===== src/rtl/dec_out_arbiter.sv =====
// dec_out_arbiter: N-channel FIFO output stage draining onto one registered ready/valid port.
// Ports:
//   clk, rst        - clock, synchronous active-high reset
//   data_i/valid_i  - per-channel write words/strobes (channel k at [k*D_WIDTH +: D_WIDTH])
//   ready_o         - per-channel FIFO space available
//   overflow_o      - sticky per-channel drop flag, cleared only by rst
//   mode/select     - 0 = fixed channel select, 1 = round-robin over non-empty channels
//   data_o/valid_o/chan_o/ready_i - registered output word, valid, source channel, downstream ready
module dec_out_arbiter #(
    parameter int D_WIDTH = 8,
    parameter int N_CH = 4,
    parameter int FIFO_DEPTH = 4,
    localparam int SEL_W = $clog2(N_CH)
) (
    input  logic                    clk,
    input  logic                    rst,
    input  logic [N_CH*D_WIDTH-1:0] data_i,
    input  logic [N_CH-1:0]         valid_i,
    output logic [N_CH-1:0]         ready_o,
    output logic [N_CH-1:0]         overflow_o,
    input  logic                    mode,
    input  logic [SEL_W-1:0]        select,
    output logic [D_WIDTH-1:0]      data_o,
    output logic                    valid_o,
    output logic [SEL_W-1:0]        chan_o,
    input  logic                    ready_i
);
    localparam int AW = $clog2(FIFO_DEPTH);
    localparam logic [AW:0] FULL = (AW+1)'(FIFO_DEPTH);

    logic [D_WIDTH-1:0] mem [N_CH][FIFO_DEPTH];
    logic [AW-1:0]      wptr [N_CH];
    logic [AW-1:0]      rptr [N_CH];
    logic [AW:0]        cnt [N_CH];
    logic [SEL_W-1:0]   rr_ptr;
    logic [N_CH-1:0]    nonempty, push, pop;
    logic               load, found, grant;
    logic [SEL_W-1:0]   gch;
    logic [D_WIDTH-1:0] head;
    int                 j;

    always_comb begin
        nonempty = '0;
        ready_o = '0;
        push = '0;
        pop = '0;
        found = 1'b0;
        gch = '0;
        head = '0;
        j = 0;
        for (int k = 0; k < N_CH; k++) begin
            nonempty[k] = cnt[k] != '0;
            ready_o[k] = !rst && cnt[k] != FULL;
            push[k] = valid_i[k] && ready_o[k];
        end
        load = !valid_o || ready_i;
        if (!mode) begin
            // An out-of-range select matches no channel, so it never grants.
            for (int k = 0; k < N_CH; k++)
                if (select == SEL_W'(k) && nonempty[k]) begin
                    found = 1'b1;
                    gch = SEL_W'(k);
                end
        end else begin
            // Scan downward so the last hit is the nearest channel after rr_ptr.
            for (int i = N_CH; i >= 1; i--) begin
                j = (int'(rr_ptr) + i) % N_CH;
                if (nonempty[j]) begin
                    found = 1'b1;
                    gch = SEL_W'(j);
                end
            end
        end
        grant = load && found;
        for (int k = 0; k < N_CH; k++) begin
            pop[k] = grant && gch == SEL_W'(k);
            head = gch == SEL_W'(k) ? mem[k][rptr[k]] : head;
        end
    end

    always_ff @(posedge clk)
        for (int k = 0; k < N_CH; k++)
            if (push[k])
                mem[k][wptr[k]] <= data_i[k*D_WIDTH +: D_WIDTH];

    always_ff @(posedge clk) begin
        if (rst) begin
            for (int k = 0; k < N_CH; k++) begin
                wptr[k] <= '0;
                rptr[k] <= '0;
                cnt[k] <= '0;
            end
            overflow_o <= '0;
            data_o <= '0;
            valid_o <= 1'b0;
            chan_o <= '0;
            rr_ptr <= SEL_W'(N_CH - 1);
        end else begin
            for (int k = 0; k < N_CH; k++) begin
                wptr[k] <= wptr[k] + AW'(push[k]);
                rptr[k] <= rptr[k] + AW'(pop[k]);
                cnt[k] <= cnt[k] + (AW+1)'(push[k]) - (AW+1)'(pop[k]);
                if (valid_i[k] && !ready_o[k])
                    overflow_o[k] <= 1'b1;
            end
            if (load) begin
                valid_o <= grant;
                data_o <= grant ? head : '0;
                chan_o <= grant ? gch : chan_o;
            end
            if (grant && mode)
                rr_ptr <= gch;
        end
    end
endmodule


===== config.mk =====
export PLATFORM = sky130hd
export DESIGN_NAME = dec_out_arbiter
export DESIGN_NICKNAME = d
export VERILOG_FILES = /design/src/rtl/dec_out_arbiter.sv
export SDC_FILE = /design/constraint.sdc
export NUM_CORES = 1
export LEC_CHECK = 0
export CAP_MARGIN = 20
export CORE_MARGIN = 4
export CORE_UTILIZATION = 55
export CTS_CLUSTER_DIAMETER = 30
export DETAILED_ROUTE_END_ITERATION = 8
export PLACE_DENSITY = 0.82
export SETUP_SLACK_MARGIN = 0.5
export SYNTH_ARGS = -nofsm -noshare
export SYNTH_HDL_FRONTEND = slang
export SYNTH_SLANG_ARGS = --single-unit

===== constraint.sdc =====
create_clock -name clk -period 10.1 [get_ports clk]
set_input_delay 1.515 -clock clk [delete_from_list [all_inputs] [get_ports clk]]
set_output_delay 1.515 -clock clk [all_outputs]
set_load 0.05 [all_outputs]

Yosys cells after proc, flatten, opt, wreduce, memory -nomap -nowiden
Memories as Yosys holds them, arrays and structs flattened.
Index checks and enable logic that the tools add are counted.
W data, S select, Z words.
{"block": "op_classes", "n_lt_le_gt_ge": 16, "n_eq_ne": 10, "mux": 77, "add_sub_neg": 20, "n_bitwise": 24, "n_reduce_logical": 44}
{"op": "$mux W8", "n": 17}
{"op": "$mux W32", "n": 4}
{"op": "$bmux W8 S2", "n": 4}
{"op": "$demux W8 S2", "n": 4}
{"op": "$mux W2", "n": 15}
{"op": "$logic_and A1 B1 Y1", "n": 26}
{"op": "$mux W1", "n": 25}
{"op": "$ge A3 B3 Y1 const B", "n": 8}
{"op": "$not A2 Y3", "n": 8}
{"op": "$add A2 B1 Y2", "n": 8}
{"op": "$lt A3 B4 Y1 const B", "n": 4}
{"op": "$add A3 B1 Y3", "n": 4}
{"op": "$lt A3 B1 Y1 const B", "n": 4}
{"op": "$mux W3", "n": 4}
{"op": "$ne A3 B3 Y1 const B", "n": 4}
{"op": "$or A1 B1 Y1", "n": 12}
{"op": "$reduce_bool A3 Y1", "n": 4}
{"op": "$sub A3 B1 Y3", "n": 4}
{"op": "$bmux W1 S2", "n": 4}
{"op": "$eq A2 B2 Y1 const B", "n": 4}
{"op": "$reduce_or A2 Y1", "n": 4}
{"op": "$logic_not A1 Y1", "n": 6}
{"op": "$add A2 B1 Y2 const B", "n": 2}
{"op": "$add A2 B2 Y2 const B", "n": 2}
{"op": "5 further kinds", "n": 10}
{"block": "totals", "mem_count": 4, "reg_bits": 17, "input_bits": 42, "output_inout_bits": 19, "ram_bits": 156, "elab_cells": 203}
{"memory": "mem", "words": 4, "width": 32, "rd": 4, "rd_ports_with_merged_regs": 0, "wr": 4, "line_no": "31", "text": "logic [D_WIDTH-1:0] mem [N_CH][FIFO_DEPTH];"}
{"memory": "cnt", "words": 4, "width": 3, "rd": 4, "rd_ports_with_merged_regs": 0, "wr": 4, "line_no": "34", "text": "logic [AW:0] cnt [N_CH];"}
{"memory": "rptr", "words": 4, "width": 2, "rd": 4, "rd_ports_with_merged_regs": 0, "wr": 4, "line_no": "33", "text": "logic [AW-1:0] rptr [N_CH];"}
{"memory": "wptr", "words": 4, "width": 2, "rd": 4, "rd_ports_with_merged_regs": 0, "wr": 4, "line_no": "32", "text": "logic [AW-1:0] wptr [N_CH];"}

Logic depth before layout (Yosys ltp)
{"block": "logic_depth", "depth_word": 17, "depth_mapped": 14, "ltp_nobuf": 13}

Worst setup path before layout
OpenSTA, ideal clock, no wires.
{"block": "synth_path", "path_type": "input to output", "startpoint": "in rst", "endpoint": "out ready_o[0]", "setup_slack_ns": 6.079, "t_arrival_ns": 2.506, "cell_stages": 2, "required_ns": 8.585, "path_buffers": 1, "path_cell_list": "clkbuf_1 > a21oi_1"}
{"block": "synth_between", "elab_chain_len": 2}
{"element": "from (decl)", "line_no": "16", "text": "input logic rst,"}
{"element": "$logic_not A1 Y1", "line_no": "53", "text": "ready_o[k] = !rst && cnt[k] != FULL;"}
{"element": "$logic_and A1 B1 Y1", "line_no": "53"}
{"element": "to (decl)", "line_no": "19", "text": "output logic [N_CH-1:0] ready_o,"}
Every way passes these cells.

Final worst setup path
{"block": "layout_path", "startpoint": "in rst", "endpoint": "out ready_o[2]"}
Same word-level chain as after synthesis.

==> reports/summary.log <==
[status] outcome finished clean
[global_routing] maximum number of pins on one net before global-route repair 58
[placement] Port Buffer Count 60
[cts] Num CTS Buffers 17
[critical_path] CP startpoint kind input port
[final_layout] share of cells above drive strength 1 16.4%
[global_routing] global-route usage over all layers 21.1%
[yosys] average cell area after synthesis 15.9 um^2
[global_routing] overflow left after global routing 0
[global_routing] Top Usage Layer GRT met2
[power] worst vdd ir 0.166 mV
[cts] number of hold buffers added after CTS 0
[die] die outline area 14900 um^2
[cts] Clock Sink Count 173
[cts] CTS tree built
[yosys] dominant cells by area after synthesis edfxtp_1, dfxtp_1, mux4_2, nor2_1, ha_1
[sta] final clock period utilization by the worst path 45.3%
[global_routing] number of global-route vias before repair 4109
[route] DR vias 4202
[sta] transition time at the pin with the least slew margin 0.955 ns
[yosys] cell area after technology mapping 7170 um^2
[critical_path] critical path capture point type primary output
[cts] count of buffers added by post-CTS timing repair for setup 0
[critical_path] worst stage delay on the critical path 0.85 ns
[final_layout] Nets 573
[sta] setup slack after layout 5.52 ns
[critical_path] worst-path maximum fanout 57
[sta] highest achievable clock rate 218 MHz
[route] mean number of vias per cell 5.99
[yosys] Async S/R FF share, synth 0%
[worst_hold_path] hold path depth 2
[sta] RSZ-0062 raised after global routing false
[job] max-cap violation count 0
[final_layout] flip-flop and latch area 4740 um^2
[global_routing] met3 usage in global routing 6.64%
[sta] Min Clock Period, post-route 4.58 ns
[critical_path] crit path cell chain buf_2 -> buf_4 -> a21oi_1 -> clkdlybuf4s50_1
[yosys] Yosys top cell area share 53.6%
[power] Leak Pwr 2.91 nW
[global_routing] antenna violations before repair 0
[yosys] EDFF count, synth 128
[power] ratio of total power to cell area 270 nW/um^2
[route] Detailed Routing Iterations Pass 1 5
[final_layout] layout overhead on the synthesized area 19.2%
[worst_hold_path] worst min path class reg -> reg
[route] Antenna Nets Post-Route 0
[critical_path] critical path class in -> out
[critical_path] critical path data required time 8.59 ns
[sta] worst setup skew after layout 0.0108 ns
[sta] Final TNS setup 0 ns
[sta] Relative slew margins 36.2%
[placement] worst slack at placement 5.21 ns
[cts] clock root buffer master clkbuf_16
[route] Detailed Route WL 14.5 mm
[die] number of primary I/O pins 61
[cts] insertion delay to the later sink of the worst-skew pair 0.43 ns
[yosys] yosys warns 0
[die] height of the chip 122 um
[route] drc violations 0
[sta] endpoints failing hold 0
[final_layout] count of filler cells inserted in the layout 842
[cts] htree depth 4
[power] overall power after layout 2.31 mW
[final_layout] area occupied by multi-input gates 2280 um^2
[yosys] Cell variety after synth 59
[global_routing] GR met1 Demand/Resource 29.6%
[yosys] most frequently used flop master after synthesis edfxtp_1
[yosys] sequential fraction of the synthesis area 66.2%
[cts] CTS clk-pin slew, worst paths 0.07 ns
[route] routed len/inst 20.7 um
[cts] Post-CTS Resized 0
[die] Core ar. 12700 um^2
[critical_path] worst r2r path cells 13
[placement] GPL Wtd Cong 0.807
[die] horizontal die dimension 122 um
[sta] final-report setup violation count 0
[placement] HPWL reported at the end of detailed placement 10.1 mm
[sta] Slew Viols, Final 0
[critical_path] endpoint arrival time on the critical path 3.07 ns
[yosys] number of instances in the synthesized netlist 450
[die] row cnt 41
[final_layout] final antenna diode count 0
[route] violation count after the first detailed-routing iteration 436
[sta] Worst Hold Slack 0.472 ns
[global_routing] met2 capacity usage during global routing 31.6%
[yosys] Yosys top cell by area edfxtp_1
[cts] CTS max path bufs 2
[global_routing] global-route wire length before repair 22.9 mm
[yosys] net count after synthesis 506
[critical_path] CP max-delay cell clkdlybuf4s50_1
[die] starting density of the core 56.6%
[yosys] Yosys reg bits 173
## layout make-up
| class | instances | area share (%) |
|---|---|---|
| Sequential cell | 173 | 55.5 |
| Clock buffer | 17 | 4.98 |
| Clock inverter | 15 | 2.20 |
| Tap cell | 172 | 2.52 |
| Inverter | 11 | 0.483 |
| Timing Repair Buffer | 68 | 7.67 |
| Multi-Input combinational cell | 246 | 26.6 |
## report_power, final
part | internal [mW] | switching [mW]
Clock | 0.392 | 0.272
Sequential | 0.840 | 0.104
Combinational | 0.301 | 0.397
## final timing paths
check | startpoint | end | slack, ns
max | rst | ready_o[2] | 5.52
min | overflow_o[3] | overflow_o[3] | 0.47
max reg2reg | cnt[0][8] | cnt[0][11] | 6.50
min reg2reg | overflow_o[3] | overflow_o[3] | 0.47
## registers in the layout (all words and copies together), names as in the netlist
register and cells:
chan_o 2, overflow_o 4, cnt 12, valid_o 1, rr_ptr 2, rptr 8
mem 128, data_o 8, wptr 8
## through the flow
stage | std cells | area (um^2) | util [%]
2_1_floorplan | 450 | 7170 | -
3_3_place_gp | 669 | 7930 | 62.5
5_1_grt | 702 | 8550 | 67.4
3_5_place_dp | 670 | 7930 | 62.6
6_report | 702 | 8550 | 67.4
4_1_cts | 702 | 8550 | 67.4
## synthesized netlist by cell type, types with 9 or more instances
| library cell | n |
|---|---|
| mux4_2 | 32 |
| nor2_1 | 39 |
| nand2_1 | 19 |
| xnor2_1 | 14 |
| nor2b_1 | 12 |
| nor3_1 | 9 |
| ha_1 | 10 |
| edfxtp_1 | 128 |
| inv_1 | 10 |
| dfxtp_1 | 45 |
## per-layer routing
layer  vias to the layer above  routed length (um)
met5                         -                   0
met3                        17                1120
met2                       175                7010
met4                         0                 235
met1                      2109                6180
li1                       1901                   -
## worst max-delay path, delay by kind of cell
family,cells,cell delay [ns]
buffers and inverters,3,1.26
AOI/OAI and AO/OA,1,0.28
## cell families after synthesis
logic type	after synthesis	share of synthesized area, %
multiplexers	40	11.2
XOR/XNOR	20	2.44
adder cells (fa/ha/maj)	14	2.86
AO/OA/AOI/OAI	53	6.41
buffers and inverters	31	2.06
AND/OR/NAND/NOR	119	8.85
flip-flops	173	66.2
## cells in the final DEF (no fill, tap or decap), types with 8 or more instances in the layout
master / n
nand2_1: 19
ha_1: 10
buf_4: 8
clkdlybuf4s50_1: 59
inv_1: 10
nor2_1: 39
xnor2_1: 14
clkbuf_16: 17
edfxtp_1: 128
mux4_2: 32
dfxtp_1: 45
nor2b_1: 12
nor3_1: 9
Note: power is estimated with default switching activity, not from simulation.
